--- src/rtl/bbpd_lf_pkg.sv ---
// Shared types and constants for the bang-bang PD loop filter.
package bbpd_lf_pkg;

  localparam int unsigned NDEC_DEF = 8;
  localparam int unsigned KP_DEF   = 4;
  localparam int unsigned KI_DEF   = 1;

  // Decision encoding: hold, advance (up), retard (dn).
  typedef enum logic [1:0] {
    DEC_HOLD = 2'b00,
    DEC_UP   = 2'b01,
    DEC_DN   = 2'b11
  } dec_t;

  // Symmetric saturation limit of a w-bit signed integrator (w <= 31).
  function automatic int sat_lim(input int unsigned w);
    return (1 << (w - 1)) - 1;
  endfunction

endpackage

--- src/rtl/bbpd_vote_decimator.sv ---
// Majority vote of up/dn pulses over NDEC-cycle windows; emits one decision per window.
module bbpd_vote_decimator
  import bbpd_lf_pkg::*;
#(
  parameter int unsigned NDEC = NDEC_DEF
) (
  input  logic clk,
  input  logic rstn,
  input  logic en,
  input  logic up,
  input  logic dn,
  output dec_t decision,
  output logic decision_vld
);

  localparam int unsigned W_CNT = (NDEC > 1) ? $clog2(NDEC) : 1;
  localparam int unsigned W_VS  = $clog2(NDEC + 1) + 1;
  localparam logic [W_CNT-1:0] CNT_LAST = W_CNT'(NDEC - 1);

  logic [W_CNT-1:0]       dcnt;
  logic signed [W_VS-1:0] vsum;
  logic signed [W_VS-1:0] vote;
  logic signed [W_VS-1:0] vfinal;
  logic                   win_end;
  dec_t                   dec_next;

  // Current-cycle vote and the window total including it.
  always_comb begin
    vote = '0;
    if (up && !dn) begin
      vote = W_VS'(1);
    end else if (dn && !up) begin
      vote = '1;
    end
    vfinal  = vsum + vote;
    win_end = (dcnt == CNT_LAST);
    if (vfinal == '0) begin
      dec_next = DEC_HOLD;
    end else if (vfinal[W_VS-1]) begin
      dec_next = DEC_DN;
    end else begin
      dec_next = DEC_UP;
    end
  end

  // Window counter, running vote sum and registered decision with one-cycle pending flag.
  always_ff @(posedge clk or negedge rstn) begin
    if (!rstn) begin
      dcnt         <= '0;
      vsum         <= '0;
      decision     <= DEC_HOLD;
      decision_vld <= 1'b0;
    end else begin
      decision_vld <= 1'b0;
      if (!en) begin
        dcnt <= '0;
        vsum <= '0;
      end else if (win_end) begin
        dcnt         <= '0;
        vsum         <= '0;
        decision     <= dec_next;
        decision_vld <= 1'b1;
      end else begin
        dcnt <= dcnt + W_CNT'(1);
        vsum <= vfinal;
      end
    end
  end

endmodule

--- src/rtl/bbpd_loop_filter.sv ---
// Proportional-plus-integral CDR loop filter producing a wrapping phase-interpolator code.
module bbpd_loop_filter
  import bbpd_lf_pkg::*;
#(
  parameter int unsigned NDEC  = NDEC_DEF,
  parameter int unsigned KP    = KP_DEF,
  parameter int unsigned KI    = KI_DEF,
  parameter int unsigned W_INT = 12,
  parameter int unsigned FRAC  = 8,
  parameter int unsigned W_PC  = 7
) (
  input  logic                    clk,
  input  logic                    rstn,
  input  logic                    en,
  input  logic                    frz_int,
  input  logic                    up,
  input  logic                    dn,
  output logic [W_PC-1:0]         pi_code,
  output logic                    pi_code_vld,
  output logic signed [W_INT-1:0] integ,
  output logic [1:0]              dec
);

  localparam int unsigned W_PA = W_PC + FRAC;
  localparam int unsigned W_IS = W_INT + 2;
  localparam logic signed [W_IS-1:0] LIM_P = W_IS'(sat_lim(W_INT));
  localparam logic signed [W_IS-1:0] LIM_N = -LIM_P;
  localparam logic signed [W_IS-1:0] ISTEP = W_IS'(KI);
  localparam logic [W_PA-1:0]        PSTEP = W_PA'(KP << FRAC);

  dec_t                    decision;
  logic                    decision_vld;
  logic signed [W_IS-1:0]  integ_sum;
  logic signed [W_INT-1:0] integ_new;
  logic [W_PA-1:0]         integ_pa;
  logic [W_PA-1:0]         pacc;
  logic [W_PA-1:0]         pacc_new;

  bbpd_vote_decimator #(
    .NDEC (NDEC)
  ) u_vote (
    .clk          (clk),
    .rstn         (rstn),
    .en           (en),
    .up           (up),
    .dn           (dn),
    .decision     (decision),
    .decision_vld (decision_vld)
  );

  // Saturating integrator step and wrapping phase-accumulator step for the pending decision.
  always_comb begin
    integ_new = integ;
    if (decision == DEC_DN) begin
      integ_sum = W_IS'(integ) - ISTEP;
    end else begin
      integ_sum = W_IS'(integ) + ISTEP;
    end
    if (decision != DEC_HOLD && !frz_int) begin
      if (integ_sum > LIM_P) begin
        integ_new = W_INT'(LIM_P);
      end else if (integ_sum < LIM_N) begin
        integ_new = W_INT'(LIM_N);
      end else begin
        integ_new = W_INT'(integ_sum);
      end
    end
    integ_pa = W_PA'(integ_new);
    pacc_new = pacc + integ_pa;
    if (decision == DEC_UP) begin
      pacc_new = pacc + integ_pa + PSTEP;
    end else if (decision == DEC_DN) begin
      pacc_new = pacc + integ_pa - PSTEP;
    end
  end

  // Update stage: applies a pending decision one edge after it is made, even if en has fallen.
  always_ff @(posedge clk or negedge rstn) begin
    if (!rstn) begin
      integ       <= '0;
      pacc        <= '0;
      dec         <= DEC_HOLD;
      pi_code_vld <= 1'b0;
    end else begin
      pi_code_vld <= decision_vld;
      if (decision_vld) begin
        integ <= integ_new;
        pacc  <= pacc_new;
        dec   <= decision;
      end
    end
  end

  assign pi_code = pacc[W_PA-1:FRAC];

endmodule

--- config.mk ---
export PLATFORM = sky130hd
export DESIGN_NAME = bbpd_loop_filter
export DESIGN_NICKNAME = d
export VERILOG_FILES = /design/src/rtl/bbpd_lf_pkg.sv /design/src/rtl/bbpd_vote_decimator.sv /design/src/rtl/bbpd_loop_filter.sv
export SDC_FILE = /design/constraint.sdc
export NUM_CORES = 1
export LEC_CHECK = 0
export ABC_AREA = 1
export BUFFER_PORTS_ARGS = -buffer_cell sky130_fd_sc_hd__buf_4
export CORE_MARGIN = 2
export CORE_UTILIZATION = 66
export DETAILED_ROUTE_END_ITERATION = 16
export MAX_ROUTING_LAYER = met4
export PLACE_DENSITY = 0.87
export SETUP_SLACK_MARGIN = 0.3
export SLEW_MARGIN = 25
export SYNTH_ARGS = -nofsm -noshare
export SYNTH_HDL_FRONTEND = slang
export SYNTH_SLANG_ARGS = --single-unit
--- constraint.sdc ---
create_clock -name clk -period 6.1 [get_ports clk]
set_input_delay 0.305 -clock clk [delete_from_list [all_inputs] [get_ports clk]]
set_output_delay 0.305 -clock clk [all_outputs]
set_load 0.01 [all_outputs]
==> results.md, run 1 <==
Run status:
- The run finished with clean final reports.

Clocking:
- In this run the deepest clock path goes through 2 buffers.
- Clock tree synthesis selected as its root buffer the cell clkbuf_8.
- The TritonCTS buffer count is 5.
- TritonCTS built the clock tree.
- The clock tree synthesis step divided the H-tree into 2 levels.
- At the later pin of the worst-skew pair, clock insertion delay measures 0.30 ns.
- The clock transition at the register clock pins on the worst setup and hold paths after CTS is 0.09 ns.
- The number of sinks driven by the clock tree is 41.
- The number of post-CTS setup repair buffers is 0.

Layout:
- Excluding fillers, the count of instances in the completed layout stands at about 620.
- Leaving out fill and tap cells, the most frequent cell in the layout is nand2_1.
- In the layout the commonest cells are 193 x nand2_1, 62 x inv_1, 55 x nand3_1.
- For this run, the post-layout net count is 585.
- The filler cells instantiated in the layout total 444.
- In the final layout, the share of cells above drive strength 1 is around 8.5%.
- The growth of design area from synthesis to finish is 8.074%.
- The total inserted antenna cells is 0.

Yosys:
- Yosys attributes the largest share of cell area to dfrtp_1 29%, nand2_1 21%, ha_1 8.9%, nand3_1 7.8%, inv_1 6.6%.
- The post-synthesis average cell area is 6.592 um2.
- Synthesis handed over a netlist of 536 instances.
- The number of warning messages in the yosys log is 0.
- The area share of the largest cell type after synthesis is slightly below 30%.
- Sequential elements use a little under 30% of the synthesized area.
- The net count after synthesis is about 570.
- The synthesized netlist contains 34 unique library cells.
- The biggest area contributor in the post-synthesis netlist is dfrtp_1.
- The cell area after synthesis is 0.003533 mm2.
- Counting flops and latches in the post-synthesis netlist gives between 40 and 50.

Critical path:
- STA classifies the critical path startpoint as a flip-flop.
- The classification of the worst setup path is flip-flop to flip-flop.
- Data on the critical path is required at its endpoint by 6.32 ns.
- For the worst flop-to-flop path, the logic depth is 28.
- The critical path arrival is roughly 5.4 ns.
- The largest individual stage delay along the critical path comes from the cell dfrtp_1.
- The most repeated library cell on the critical path is nand2_1.
- The maximum fanout along the worst path is 21.
- The maximum single-stage delay on the critical path is between 0.5 and 0.6 ns.
- The kind of end point of the critical path is a flip-flop.

Flow run:
- The tool flagged a number of max-cap violations equal to 0.

Die:
- After floorplanning, the core was sized to cover a little over 0.005 mm2.
- The die area is 0.005955 mm2.
- The initial utilization of the core area, before any placement, comes to approximately 70%.
- The placement row count is 26.
- For this design the top-level I/O count stands at 28.
- The horizontal die dimension is between 70 and 80 um.
- The die extent in y is 77.17 um.

Pwr:
- The worst voltage drop across the vdd grid is 0.3966 mV.
- The analysis attributes to net switching a power of 1.027 mW.
- Of the total power, the share spent switching nets is 53.71%.
- The clock network is responsible for 10.4% of the overall power.
- In this run, the combinational gates consume 71.3% of the power.
- Power spread over the standard cell area amounts to 500.7 mW/mm2.
- In this run, flip-flops and latches consume 18.3% of the power.
- The leakage power is 2.191 nW.
- The internal portion of the total power is 0.8850 mW.

Timing:
- In this run the tightest slew margin relative to its limit is approximately 44%.
- The max-slew violation total from the final report is 0.
- The final setup violation count is 0.
- At the pin with the least slew margin, the transition time is 0.8341 ns.
- The final cycle utilization of the critical path is 84.22%.
- The maximum clock frequency is slightly below 200 MHz.
- Setup repair after global routing left no endpoint under its margin.
- In the final timing run, aggregate negative setup slack is 0 ns.
- The post-route minimum period is 5.138 ns.
- Between clock sinks in the finished design, the worst skew comes to 0.008585 ns.
- The number of failing hold endpoints at the final stage is 0.

Routing:
- The first detailed-routing pass took 5 iterations.
- Summed over all layers, the routed wires come to 8.389 mm.
- The mean routed wirelength per cell is about 13 um.
- In the routed layout, each cell is associated on average with a via count of 5.620.
- The initial detailed-routing violation count is between 200 and 300.
- The count of vias placed by the detailed router is roughly 3.5k.
- The detailed-route DRC error count is 0.
- The detail route stage leaves a number of antenna-violating nets equal to 0.

Placed design:
- The count of buffers added on input and output ports is 27.
- The HPWL after detailed placement is 6.389 mm.
- At the end of routability-driven placement, the weighted congestion stood at 1.013.
- After detailed placement, the design holds a cell count of 614.

GRT:
- The initial antenna violation count was 0.
- Entering global routing, the biggest net connects 42 pins.
- The first global-routing pass estimated 14.66 mm of wire.
- The via count of the first global-routing pass came to 3231.
- Summed over all layers, the global routing overflow is 0.
- Global routing used a little under a third of the available tracks across all layers.

Min path:
- The tightest min-delay check is of the primary input to flip-flop type.
- The worst hold path was traced through 3 stages.
==> through the flow <==
stage	worst slack, ns	power [mW]	utilization [%]	cell area, um2	hold WS [ns]
after global routing	0.3998	2.127	74.29	3819	0.2060
final	0.9623	1.912	74.29	3819	0.2074
after CTS	0.6870	1.883	74.15	3811	0.2058
after floorplan	2.018	1.413	-	3533	0.009409
after global placement	0.9749	1.643	72.05	3704	0.3172
after detailed placement	0.7669	1.675	72.05	3704	0.3217
==> final timing paths <==
path	startpoint	end	slack, ns
hold / removal	en	u_vote.dcnt[2]$_DFF_PN0_	0.21
setup reg to reg	u_vote.decision[0]$_DFFE_PN0P_	pacc[12]$_DFFE_PN0P_	0.96
setup / recovery	u_vote.decision[0]$_DFFE_PN0P_	pacc[12]$_DFFE_PN0P_	0.96
hold reg to reg	u_vote.dcnt[0]$_DFF_PN0_	u_vote.dcnt[0]$_DFF_PN0_	0.44
max in group asynchronous	rstn	integ[0]$_DFFE_PN0P_	5.22
min in group asynchronous	rstn	u_vote.dcnt[0]$_DFF_PN0_	0.52
==> routing by layer <==
metal,GRT usage [%],wire (um),vias up
li1,-,-,1737
met1,41.78,3710,1625
met2,48.96,3923,120
met3,4.471,602,19
met4,9.821,153,0
met5,-,0,-
==> cells by family after synthesis <==
logic type                 count (synthesis)  share of synthesized area (%)
AOI/OAI and AO/OA                         60                          10.34
xor gates and xnor gates                  19                          4.710
adders and majority gates                 27                          9.986
buffers and inverters                     90                          11.05
DFF                                       41                          29.04
and+or+nand+nor                          299                          34.88
==> repair_timing <==
action | 4_1_cts | 5_1_grt
hold endpoints to repair | 32 | 0
gates resized for setup | 0 | 1
hold buffers | 1 | 0
setup endpoints to repair | 0 | 4
==> area by class of cell <==
type	instances	area, um2	share of cell area [%]
repair buffers	29	220.2	5.767
flip-flops and latches	41	1026	26.87
well taps	70	87.58	2.294
clock inverters	3	28.78	0.7536
clock buffers	5	68.82	1.802
multi-input cells	405	2125	55.64
inverters	70	262.8	6.881
==> flip-flops by register name, indices dropped and copies added, names as in the netlist <==
signal               cells
dec                      2
integ                   12
pacc                    15
pi_code_vld              1
u_vote.dcnt              3
u_vote.decision          2
u_vote.decision_vld      1
u_vote.vsum              5
==> power groups by stage <==
stage / sequential [mW] / combinational, mW / clock [mW]
after global placement: 0.354 / 1.29 / 0
final: 0.350 / 1.36 / 0.199
after CTS: 0.349 / 1.33 / 0.200
after detailed placement: 0.354 / 1.32 / 0
after global routing: 0.356 / 1.56 / 0.214
after floorplan: 0.346 / 1.07 / 0
==> Yosys cell counts <==
| cell type | instances |
|---|---|
| nand2_1 | 193 |
| inv_1 | 62 |
| nand3_1 | 55 |
| dfrtp_1 | 41 |
| nor2_1 | 35 |
| ha_1 | 25 |
| o21ai_0 | 19 |
| a21oi_1 | 14 |
| xor2_1 | 12 |
| buf_4 | 9 |
| a21boi_1 | 8 |
| nand4_1 | 7 |
| xnor2_1 | 7 |
| clkbuf_1 | 6 |
| a31oi_1 | 5 |
| inv_2 | 5 |
| a21boi_0 | 3 |
| buf_2 | 3 |
| clkinv_1 | 3 |
| nand2_2 | 3 |
| nand3b_1 | 3 |
| buf_6 | 2 |
| fa_1 | 2 |
| nor3_1 | 2 |
| o21bai_1 | 2 |
| o31ai_1 | 2 |
| a211oi_1 | 1 |
| a21o_1 | 1 |
| a21oi_2 | 1 |
| a22o_1 | 1 |
| a41oi_1 | 1 |
| o211ai_1 | 1 |
| o21a_1 | 1 |
| or2_2 | 1 |
==> critical path: cells and delay by family, from the launching register on <==
family / cells / cell delay [ns]
AOI/OAI and AO/OA: 5 / 1.35
adders and majority gates: 3 / 0.83
DFF: 1 / 0.54
and+or+nand+nor: 14 / 1.58
buffers and inverters: 4 / 0.32
xor gates and xnor gates: 2 / 0.45
Note: power is estimated with default switching activity, not from simulation.
==> run 2: changes to the inputs <==
--- a/config.mk
+++ b/config.mk
@@ -5,13 +5,13 @@
 export SDC_FILE = /design/constraint.sdc
 export NUM_CORES = 1
 export LEC_CHECK = 0
-export ABC_AREA = 1
+export ABC_AREA = 0
 export BUFFER_PORTS_ARGS = -buffer_cell sky130_fd_sc_hd__buf_4
 export CORE_MARGIN = 2
-export CORE_UTILIZATION = 66
+export CORE_UTILIZATION = 55
 export DETAILED_ROUTE_END_ITERATION = 16
 export MAX_ROUTING_LAYER = met4
-export PLACE_DENSITY = 0.87
+export PLACE_DENSITY = 0.77
 export SETUP_SLACK_MARGIN = 0.3
 export SLEW_MARGIN = 25
 export SYNTH_ARGS = -nofsm -noshare
==> constraint.sdc (replaced) <==
create_clock -name clk -period 4.5 [get_ports clk]
set_input_delay 0.225 -clock clk [delete_from_list [all_inputs] [get_ports clk]]
set_output_delay 0.225 -clock clk [all_outputs]
set_load 0.01 [all_outputs]
==> run 2 against run 1 <==
Effect of this change:
- the flow now finishes with violations (negative setup slack)
- sequential power up 13%
- power shrank 48%
- core utilization rose by 5.9 points
- final cell count down 3.5%
- clock power grew 61%
- setup slack worse by 1.8 ns
- global-route usage rose by 1.3 points
- worst hold slack worse by 0.053 ns
- die area up 21%
- final area rose by 33%
- flip-flop and latch count did not move
- sequential share of layout area decreased by 6.7 points
==> results.md, run 2 <==
Run status:
- Result of the run: finished, violations left (was finished, final reports clean).
- The final reports fail on negative setup slack.

Routing:
- The number of detailed-routing iterations run before antenna repair is 8 (was 5).
- The post-detailed-routing wire length is 12.08 mm (was 8.389 mm).
- The via-per-instance ratio is 6.384 (was 5.620).
- The mean routed wirelength per cell came to 20.10 um (was 13.47 um).
- The detailed-route DRC error count is 0 (unchanged).
- The total routed wire length on the met1 layer is 4.599 mm (was 3.710 mm).
- The detailed-routed wire length on met2 came to 6.030 mm (was 3.923 mm).
- The count of vias placed by the detailed router is 3837 (was 3501).
- The amount of wire on met3 after detailed routing is 831 um (was 602 um).
- The initial detailed-routing violation count is 388 (was 251).
- The final antenna-violating net count is 0 (unchanged).
- The highest metal layer with signal wires is met4 (unchanged).

Critical path:
- The launching instance or port of the critical path is integ[1]$_DFFE_PN0P_ (was u_vote.decision[0]$_DFFE_PN0P_).
- The worst flop-to-flop path startpoint was integ[1]$_DFFE_PN0P_ (was u_vote.decision[0]$_DFFE_PN0P_).
- The slowest library cell on the worst path is or4_4 (was dfrtp_1).
- The maximum single-stage delay on the critical path is 0.57 ns (was 0.54 ns).
- The maximum fanout along the worst path came to 4 (was 21).
- The most repeated library cell on the critical path is buf_6 (was nand2_1).
- The kind of start point of the critical path was a flip-flop (unchanged).
- The critical path arrival is 5.52 ns (was 5.36 ns).
- The kind of end point of the critical path is a flip-flop (unchanged).
- The classification of the worst setup path is flip-flop to flip-flop (unchanged).
- The worst setup slack for register-to-register paths came to -0.80 ns (was 0.96 ns).
- The required time reported for the critical path endpoint was 4.71 ns (was 6.32 ns).

Timing:
- The setup slack of the critical path after layout is -0.8045 ns (was 0.9623 ns).
- The final setup violation count is 9 (was 0).
- The number of failing hold endpoints at the final stage is 0 (unchanged).
- The max-slew violation total from the final report was 0 (unchanged).
- The worst-margin pin slew is 0.5635 ns (was 0.8341 ns).
- The post-route clock skew is 0.009221 ns (was 0.008585 ns).
- The maximum clock frequency was 188.5 MHz (was 194.6 MHz).
- The post-route minimum period is 5.304 ns (was 5.138 ns).
- Unrepaired setup endpoints after global routing: yes (was no).
- The worst hold-check slack is 0.1542 ns (was 0.2074 ns).
- The relative slew slack is 62.44% (was 44.39%).
- The final cycle utilization of the critical path came to 117.9% (was 84.22%).

Placed design:
- The estimated wirelength of the detail-placed design is 7.270 mm (was 6.389 mm).
- The weighted congestion at the end of routability-driven global placement is 0.9260 (was 1.013).
- The total cell area at the placement stage is 0.004491 mm2 (was 0.003704 mm2).
- The setup slack after placement is -0.6593 ns (was 0.7669 ns).
- The total of buffers placed on input and output ports is 27 (unchanged).

Min path:
- The critical hold path startpoint is en (unchanged).
- The type of the tightest min-delay check is primary input to flip-flop (unchanged).

GRT:
- The maximum number of pins on one net before global-route repair is 42 (unchanged).
- The total routing resource utilization after global routing is 32.40% (was 31.14%).
- The total congestion overflow came to 0 (unchanged).
- The global-route wire length before repair is 18.08 mm (was 14.66 mm).
- The via count of the first global-routing pass came to 3748 (was 3231).
- The initial antenna violation count is 0 (unchanged).

Yosys:
- The number of flops mapped to enable cells by yosys is 0 (unchanged).
- The most frequent cell after synthesis is dfrtp_1 (was nand2_1).
- The cell area after synthesis is 0.003605 mm2 (was 0.003533 mm2).
- The count of cell types in the netlist is 73 (was 34).
- Dominant cells by area after synthesis: dfrtp_1 28%, ha_1 8.7%, mux2_2 5.0%, xnor2_1 3.9%, nor2_1 3.9% (was dfrtp_1 29%, nand2_1 21%, ha_1 8.9%, nand3_1 7.8%, inv_1 6.6%).
- The share of flip-flops with an asynchronous set or reset after synthesis came to 100.0% (unchanged).
- The area share of the largest cell type after synthesis is 28.46% (was 29.04%).
- The top cell type by total area after synthesis is dfrtp_1 (unchanged).
- Commonest cells in the netlist: 41 x dfrtp_1, 37 x nor2_1, 31 x nand2_1, 25 x ha_1, 20 x a21oi_1 (was 193 x nand2_1, 62 x inv_1, 55 x nand3_1, 41 x dfrtp_1, 35 x nor2_1).
- The sequential fraction of the synthesis area was 28.46% (was 29.04%).
- The post-synthesis average cell area is 9.034 um2 (was 6.592 um2).
- The instance count of the mapped netlist is 399 (was 536).
- The net count after synthesis is 432 (was 569).
- The most frequently used flop master after synthesis is dfrtp_1 (unchanged).
- The register bit count reported by yosys came to 41 (unchanged).
- The number of warning messages in the yosys log is 0 (unchanged).

Layout:
- The net count of the finished layout is 556 (was 585).
- The post-layout instance area is 0.005091 mm2 (was 0.003819 mm2).
- The number of flip-flops under the largest register name is 15 (unchanged).
- The largest register by flop count is pacc (unchanged).
- Largest registers in the final layout: pacc: 15 flops, integ: 12 flops, u_vote.vsum: 5 flops (unchanged).
- The total inserted antenna cells is 0 (unchanged).
- The share of final-layout standard cells stronger than drive strength 1 is 43.70% (was 8.499%).
- Leading cell types in the layout, fill and taps excluded: 129 x buf_4, 41 x dfrtp_1, 37 x nor2_1 (was 193 x nand2_1, 62 x inv_1, 55 x nand3_1).
- The post-layout utilization of the core is 80.18% (was 74.29%).
- The growth of design area from synthesis to finish was 41.24% (was 8.074%).
- The leading cell type in the layout, fill and taps excluded is buf_4 (was nand2_1).
- The footprint of the multi-input gates was 0.002655 mm2 (was 0.002125 mm2).
- The fill cell total of the finished layout is 355 (was 444).
- The total area of sequential cells came to 0.001026 mm2 (unchanged).

Clocking:
- The clock transition at the register clock pins on the worst setup and hold paths after CTS is 0.10 ns (was 0.09 ns).
- The number of sinks driven by the clock tree came to 41 (unchanged).
- The root buffer selected by CTS is clkbuf_8 (unchanged).
- The CTS tree is yes (unchanged).
- The TritonCTS buffer count is 5 (unchanged).
- The clock latency of the later-clocked register in the worst-skew pair is 0.32 ns (was 0.30 ns).
- The number of buffers on the longest clock path came to 2 (unchanged).
- The depth of the CTS H-tree is 2 (unchanged).

Pwr:
- The leakage power is 2.479 nW (was 2.191 nW).
- The power density over the cells is 195.1 mW/mm2 (was 500.7 mW/mm2).
- The worst voltage drop across the vdd grid is 0.2034 mV (was 0.3966 mV).
- The overall power consumption was 0.9932 mW (was 1.912 mW).

Die:
- The die area is 0.007217 mm2 (was 0.005955 mm2).
- The initial core utilization is 56.77% (was 68.74%).
- The floorplan core area came to 0.006350 mm2 (was 0.005140 mm2).
- The number of top-level pins is 28 (unchanged).
- The placement row count came to 29 (was 26).
- The horizontal die dimension is 84.96 um (was 77.17 um).
- The die extent in y came to 84.96 um (was 77.17 um).

Flow run:
- The max capacitance violation total came to 0 (unchanged).
[run 2: changes by cell type after synthesis, moves of 8 or more]
cell	change
nor3_1	+8
nand2_1	-162
nand3_1	-46
xnor2_1	+9
and2_1	+9
mux2_2	+16
inv_1	-49
mux2i_1	+9
[run 2: cells by family after synthesis]
kind of cell / synth area share (%)
mux: 7.497
flops: 28.46
buf+inv: 5.554
simple gates: 20.86
fa+ha+maj: 10.07
xor+xnor: 5.588
compound gates: 21.97
[run 2: where the power goes]
group	switching [mW]	internal [mW]
clock network	0.155	0.166
logic	0.153	0.125
registers	0.00963	0.384
[run 2: worst max-delay path: cells and delay by family (launching register included)]
kind            cells  cell delay, ns
xor+xnor            1            0.06
flops               1            0.40
simple gates        4            1.16
mux                 2            0.51
buf+inv            15            1.59
fa+ha+maj           1            0.33
compound gates      6            1.13
[run 2: path summary, 6_finish.rpt]
check	end	depth (start not counted)
setup / recovery	pacc[9]$_DFFE_PN0P_	29
hold / removal	u_vote.dcnt[2]$_DFF_PN0_	2
setup reg to reg	pacc[9]$_DFFE_PN0P_	29
hold reg to reg	u_vote.dcnt[0]$_DFF_PN0_	1
max in group asynchronous	integ[10]$_DFFE_PN0P_	2
min in group asynchronous	pacc[9]$_DFFE_PN0P_	2
[run 2: timing repair]
action | CTS | global route
endpoints found under the hold margin | 41 | 0
gates resized for setup | 34 | 31
pin swaps | 22 | 14
setup endpoints to repair | 9 | 10
setup buffers | 19 | 6
hold buffers | 1 | 0
[run 2: layer usage]
metal,vias to the layer above,track usage [%]
met1,1847,38.53
met4,0,16.16
li1,1690,-
met5,-,-
met3,66,5.642
met2,234,52.91
[run 2: through the flow]
stage	TNS (ns)	std cells
floorplan	-2.213	399
global placement	-1.789	567
detailed placement	-2.500	567
CTS	-3.196	595
global route	-5.245	601
finish	-4.442	601
[run 2: layout make-up]
type / count / area share [%]
Clock buffer: 5 / 1.352
Multi-Input combinational cell: 317 / 52.15
Clock inverter: 3 / 0.9093
Tap cell: 77 / 1.892
Sequential cell: 41 / 20.15
Timing Repair Buffer: 145 / 22.54
Inverter: 13 / 1.008
==> run 3: changes to the inputs <==
--- a/config.mk
+++ b/config.mk
@@ -7,11 +7,11 @@
 export LEC_CHECK = 0
 export ABC_AREA = 0
 export BUFFER_PORTS_ARGS = -buffer_cell sky130_fd_sc_hd__buf_4
-export CORE_MARGIN = 2
-export CORE_UTILIZATION = 55
+export CORE_MARGIN = 10
+export CORE_UTILIZATION = 50
 export DETAILED_ROUTE_END_ITERATION = 16
 export MAX_ROUTING_LAYER = met4
-export PLACE_DENSITY = 0.77
+export PLACE_DENSITY = 0.71
 export SETUP_SLACK_MARGIN = 0.3
 export SLEW_MARGIN = 25
 export SYNTH_ARGS = -nofsm -noshare
==> run 3 against run 2 <==
Effect of this change:
- the run still ends with negative setup slack left
- non-clock buffer count down 14
- flip-flop and latch count unchanged
- die area up 52%
- register-to-register slack better by 0.16 ns
- critical path depth down 9
- clock-buffer cell count unchanged
==> results.md, run 3 (synthesized netlist as in run 2, its figures left out) <==
Layout:
- Largest registers in the final layout: pacc: 15 flops, integ: 12 flops, u_vote.vsum: 5 flops (unchanged).
- The largest register by flop count was pacc (unchanged).
- The post-layout utilization of the core is 70.22% (was 80.18%).
- The number of flip-flops under the largest register name is 15 (unchanged).
- The total area of sequential cells is 0.001027 mm2 (was 0.001026 mm2).
- The fill cell total of the finished layout is 537 (was 355).
- Leading cell types in the layout, fill and taps excluded: 129 x buf_4, 40 x dfrtp_1, 37 x nor2_1 (was 129 x buf_4, 41 x dfrtp_1, 37 x nor2_1).
- The net count of the finished layout is 542 (was 556).
- The growth of design area from synthesis to finish is 34.54% (was 41.24%).
- The total inserted antenna cells is 0 (unchanged).
- The leading cell type in the layout, fill and taps excluded is buf_4 (unchanged).
- The footprint of the multi-input gates was 0.002549 mm2 (was 0.002655 mm2).
- The share of final-layout standard cells stronger than drive strength 1 is 39.61% (was 43.70%).
- The post-layout instance area is 0.004850 mm2 (was 0.005091 mm2).

Pwr:
- The power density over the cells came to 196.7 mW/mm2 (was 195.1 mW/mm2).
- The leakage power came to 2.374 nW (was 2.479 nW).
- The worst voltage drop across the vdd grid was 0.1427 mV (was 0.2034 mV).

Timing:
- The post-route clock skew is 0.007427 ns (was 0.009221 ns).
- The number of failing hold endpoints at the final stage is 0 (unchanged).
- The relative slew slack was 64.17% (was 62.44%).
- The final cycle utilization of the critical path is 114.3% (was 117.9%).
- The post-route minimum period is 5.143 ns (was 5.304 ns).
- The setup TNS is -2.435 ns (was -4.442 ns).
- Unrepaired setup endpoints after global routing: yes (unchanged).
- The final setup violation count is 6 (was 9).
- The worst hold-check slack is 0.1616 ns (was 0.1542 ns).
- The worst-margin pin slew is 0.5375 ns (was 0.5635 ns).
- The maximum clock frequency is 194.4 MHz (was 188.5 MHz).
- The setup slack of the critical path after layout is -0.6433 ns (was -0.8045 ns).
- The max-slew violation total from the final report is 0 (unchanged).

GRT:
- The maximum number of pins on one net before global-route repair came to 42 (unchanged).
- The via count of the first global-routing pass is 3530 (was 3748).
- The initial antenna violation count is 0 (unchanged).
- The total congestion overflow is 0 (unchanged).
- The global-route wire length before repair is 16.57 mm (was 18.08 mm).
- The met1 usage in global routing came to 21.66% (was 38.53%).
- The global-route track usage on met2 is 31.36% (was 52.91%).
- The total routing resource utilization after global routing is 18.20% (was 32.40%).
- The busiest layer in global routing is met2 (unchanged).
- The met3 usage came to 3.133% (was 5.642%).

Clocking:
- The clock transition at the register clock pins on the worst setup and hold paths after CTS came to 0.09 ns (was 0.10 ns).
- The number of buffers on the longest clock path is 2 (unchanged).
- The depth of the CTS H-tree is 2 (unchanged).
- The CTS tree was yes (unchanged).
- The clock latency of the later-clocked register in the worst-skew pair is 0.30 ns (was 0.32 ns).
- The root buffer selected by CTS is clkbuf_8 (unchanged).
- The TritonCTS buffer count is 5 (unchanged).
- The number of sinks driven by the clock tree is 41 (unchanged).

Routing:
- The mean routed wirelength per cell came to 16.66 um (was 20.10 um).
- The detailed-route DRC error count was 0 (unchanged).
- The via-per-instance ratio is 5.667 (was 6.384).
- The post-detailed-routing wire length is 10.09 mm (was 12.08 mm).
- The number of detailed-routing iterations run before antenna repair is 9 (was 8).
- The final antenna-violating net count came to 0 (unchanged).
- The count of vias placed by the detailed router is 3434 (was 3837).
- The initial detailed-routing violation count came to 182 (was 388).

Placed design:
- The estimated wirelength of the detail-placed design came to 7.416 mm (was 7.270 mm).
- The weighted congestion at the end of routability-driven global placement came to 0.9673 (was 0.9260).
- The setup slack after placement is -0.7101 ns (was -0.6593 ns).
- The total cell area at the placement stage is 0.004507 mm2 (was 0.004491 mm2).
- The total of buffers placed on input and output ports is 27 (unchanged).

Die:
- The horizontal die dimension was 104.9 um (was 84.96 um).
- The die area was 0.01101 mm2 (was 0.007217 mm2).
- The floorplan core area is 0.006907 mm2 (was 0.006350 mm2).
- The placement row count came to 30 (was 29).
- The die extent in y came to 104.9 um (was 84.96 um).
- The initial core utilization is 52.19% (was 56.77%).
- The number of top-level pins is 28 (unchanged).

Min path:
- The worst-case hold path end point is u_vote.dcnt[2]$_DFF_PN0_ (unchanged).
- The type of the tightest min-delay check is primary input to flip-flop (unchanged).
- The critical hold path startpoint is en (unchanged).
- The depth of the worst hold-timing path was 2 (unchanged).

Critical path:
- The critical path arrival was 5.33 ns (was 5.52 ns).
- Traced cell by cell, the critical path runs through buf_4 -> and2_1 -> nor2_1 -> or3_1 -> a21oi_1 -> o2111a_1 -> a31oi_4 -> nor3_2 -> buf_4 -> a2111oi_4 -> ha_1 -> a211o_1 -> a2111o_1 -> buf_4 -> a211o_1 -> o211ai_1 -> and4_1 -> o21ai_1 -> xor2_1 -> mux2_4.
- The cell family with the largest share of critical-path delay is compound AO/OA/AOI/OAI gates (was buffers and inverters).
- The endpoint of the most critical register-to-register path is pacc[13]$_DFFE_PN0P_ (was pacc[9]$_DFFE_PN0P_).
- The required time reported for the critical path endpoint is 4.69 ns (was 4.71 ns).
- The worst flop-to-flop path startpoint is u_vote.decision[0]$_DFFE_PN0P_ (was integ[1]$_DFFE_PN0P_).
- The most repeated library cell on the critical path is buf_4 (was buf_6).
- The number of cells on the worst reg-to-reg path was 20 (was 29).
- The kind of end point of the critical path was a flip-flop (unchanged).
- The maximum fanout along the worst path was 12 (was 4).
- The maximum single-stage delay on the critical path came to 0.44 ns (was 0.57 ns).
- The kind of start point of the critical path is a flip-flop (unchanged).
- The classification of the worst setup path is flip-flop to flip-flop (unchanged).
- The buffers plus inverters on the worst setup path is 3 (was 15).
- The slowest library cell on the worst path is and2_1 (was or4_4).
- The worst setup slack for register-to-register paths is -0.64 ns (was -0.80 ns).

Run status:
- Result of the run: finished, violations left (unchanged).
- Violated checks: negative setup slack (unchanged).

Flow run:
- The max capacitance violation total is 0 (unchanged).
==> run 3: how the worst max path moves through the flow <==
stage,startpoint,endpoint,slack (ns),cells past startpoint
global route,u_vote.decision[0]$_DFFE_PN0P_,pacc[14]$_DFFE_PN0P_,-0.87,21
finish,u_vote.decision[0]$_DFFE_PN0P_,pacc[13]$_DFFE_PN0P_,-0.64,20
CTS,u_vote.decision[1]$_DFFE_PN0P_,pacc[13]$_DFFE_PN0P_,-0.58,22
floorplan,integ[5]$_DFFE_PN0P_,pacc[12]$_DFFE_PN0P_,-0.66,21
global placement,u_vote.decision[1]$_DFFE_PN0P_,pacc[12]$_DFFE_PN0P_,-0.56,23
detailed placement,u_vote.decision[1]$_DFFE_PN0P_,pacc[12]$_DFFE_PN0P_,-0.71,23
==> run 3: metrics by stage <==
stage | std cells | power (mW)
after floorplan | 399 | 0.5441
after global placement | 585 | 0.6206
after detailed placement | 585 | 0.6299
after CTS | 603 | 0.9515
after global routing | 606 | 0.9977
final | 606 | 0.9538
==> run 3: cell type report <==
class                      count  area share [%]
clock buffer                   5           1.419
clock inverter                 3          0.9546
inverter                      13           1.006
multi-input combinational    317           52.55
sequential                    41           21.18
tap                           96           2.477
timing repair buffer         131           20.41
==> run 3: per-layer routing <==
metal	vias to the layer above	part of all wire [%]
li1	1665	-
met1	1700	46
met2	58	50
met3	11	3.4
met4	0	0.98
met5	-	0
==> run 3: timing repair <==
item                                    in CTS  in global routing
setup buffers                                9                  3
endpoints found under the setup margin       9                  9
hold endpoints to repair                    41                  0
pin swaps                                    8                  6
resized for setup                           17                  8
hold buffers                                 1                  0
==> run 3: power breakdown <==
group	switching (mW)	internal, mW	leakage [nW]
sequential	0.00956	0.384	0.544
clock	0.147	0.166	0.0543
combinational	0.130	0.117	1.78
total	0.287	0.667	2.37
==> run 3: worst reg2reg max path: stages, from the launching register on <==
cell and delay, ns:
dfrtp_1 0.37, buf_4 0.20, and2_1 0.44, nor2_1 0.12
or3_1 0.39, a21oi_1 0.21, o2111a_1 0.25, a31oi_4 0.12
nor3_2 0.22, buf_4 0.17, a2111oi_4 0.04, ha_1 0.30
a211o_1 0.32, a2111o_1 0.44, buf_4 0.18, a211o_1 0.25
o211ai_1 0.23, and4_1 0.25, o21ai_1 0.09, xor2_1 0.18
mux2_4 0.26
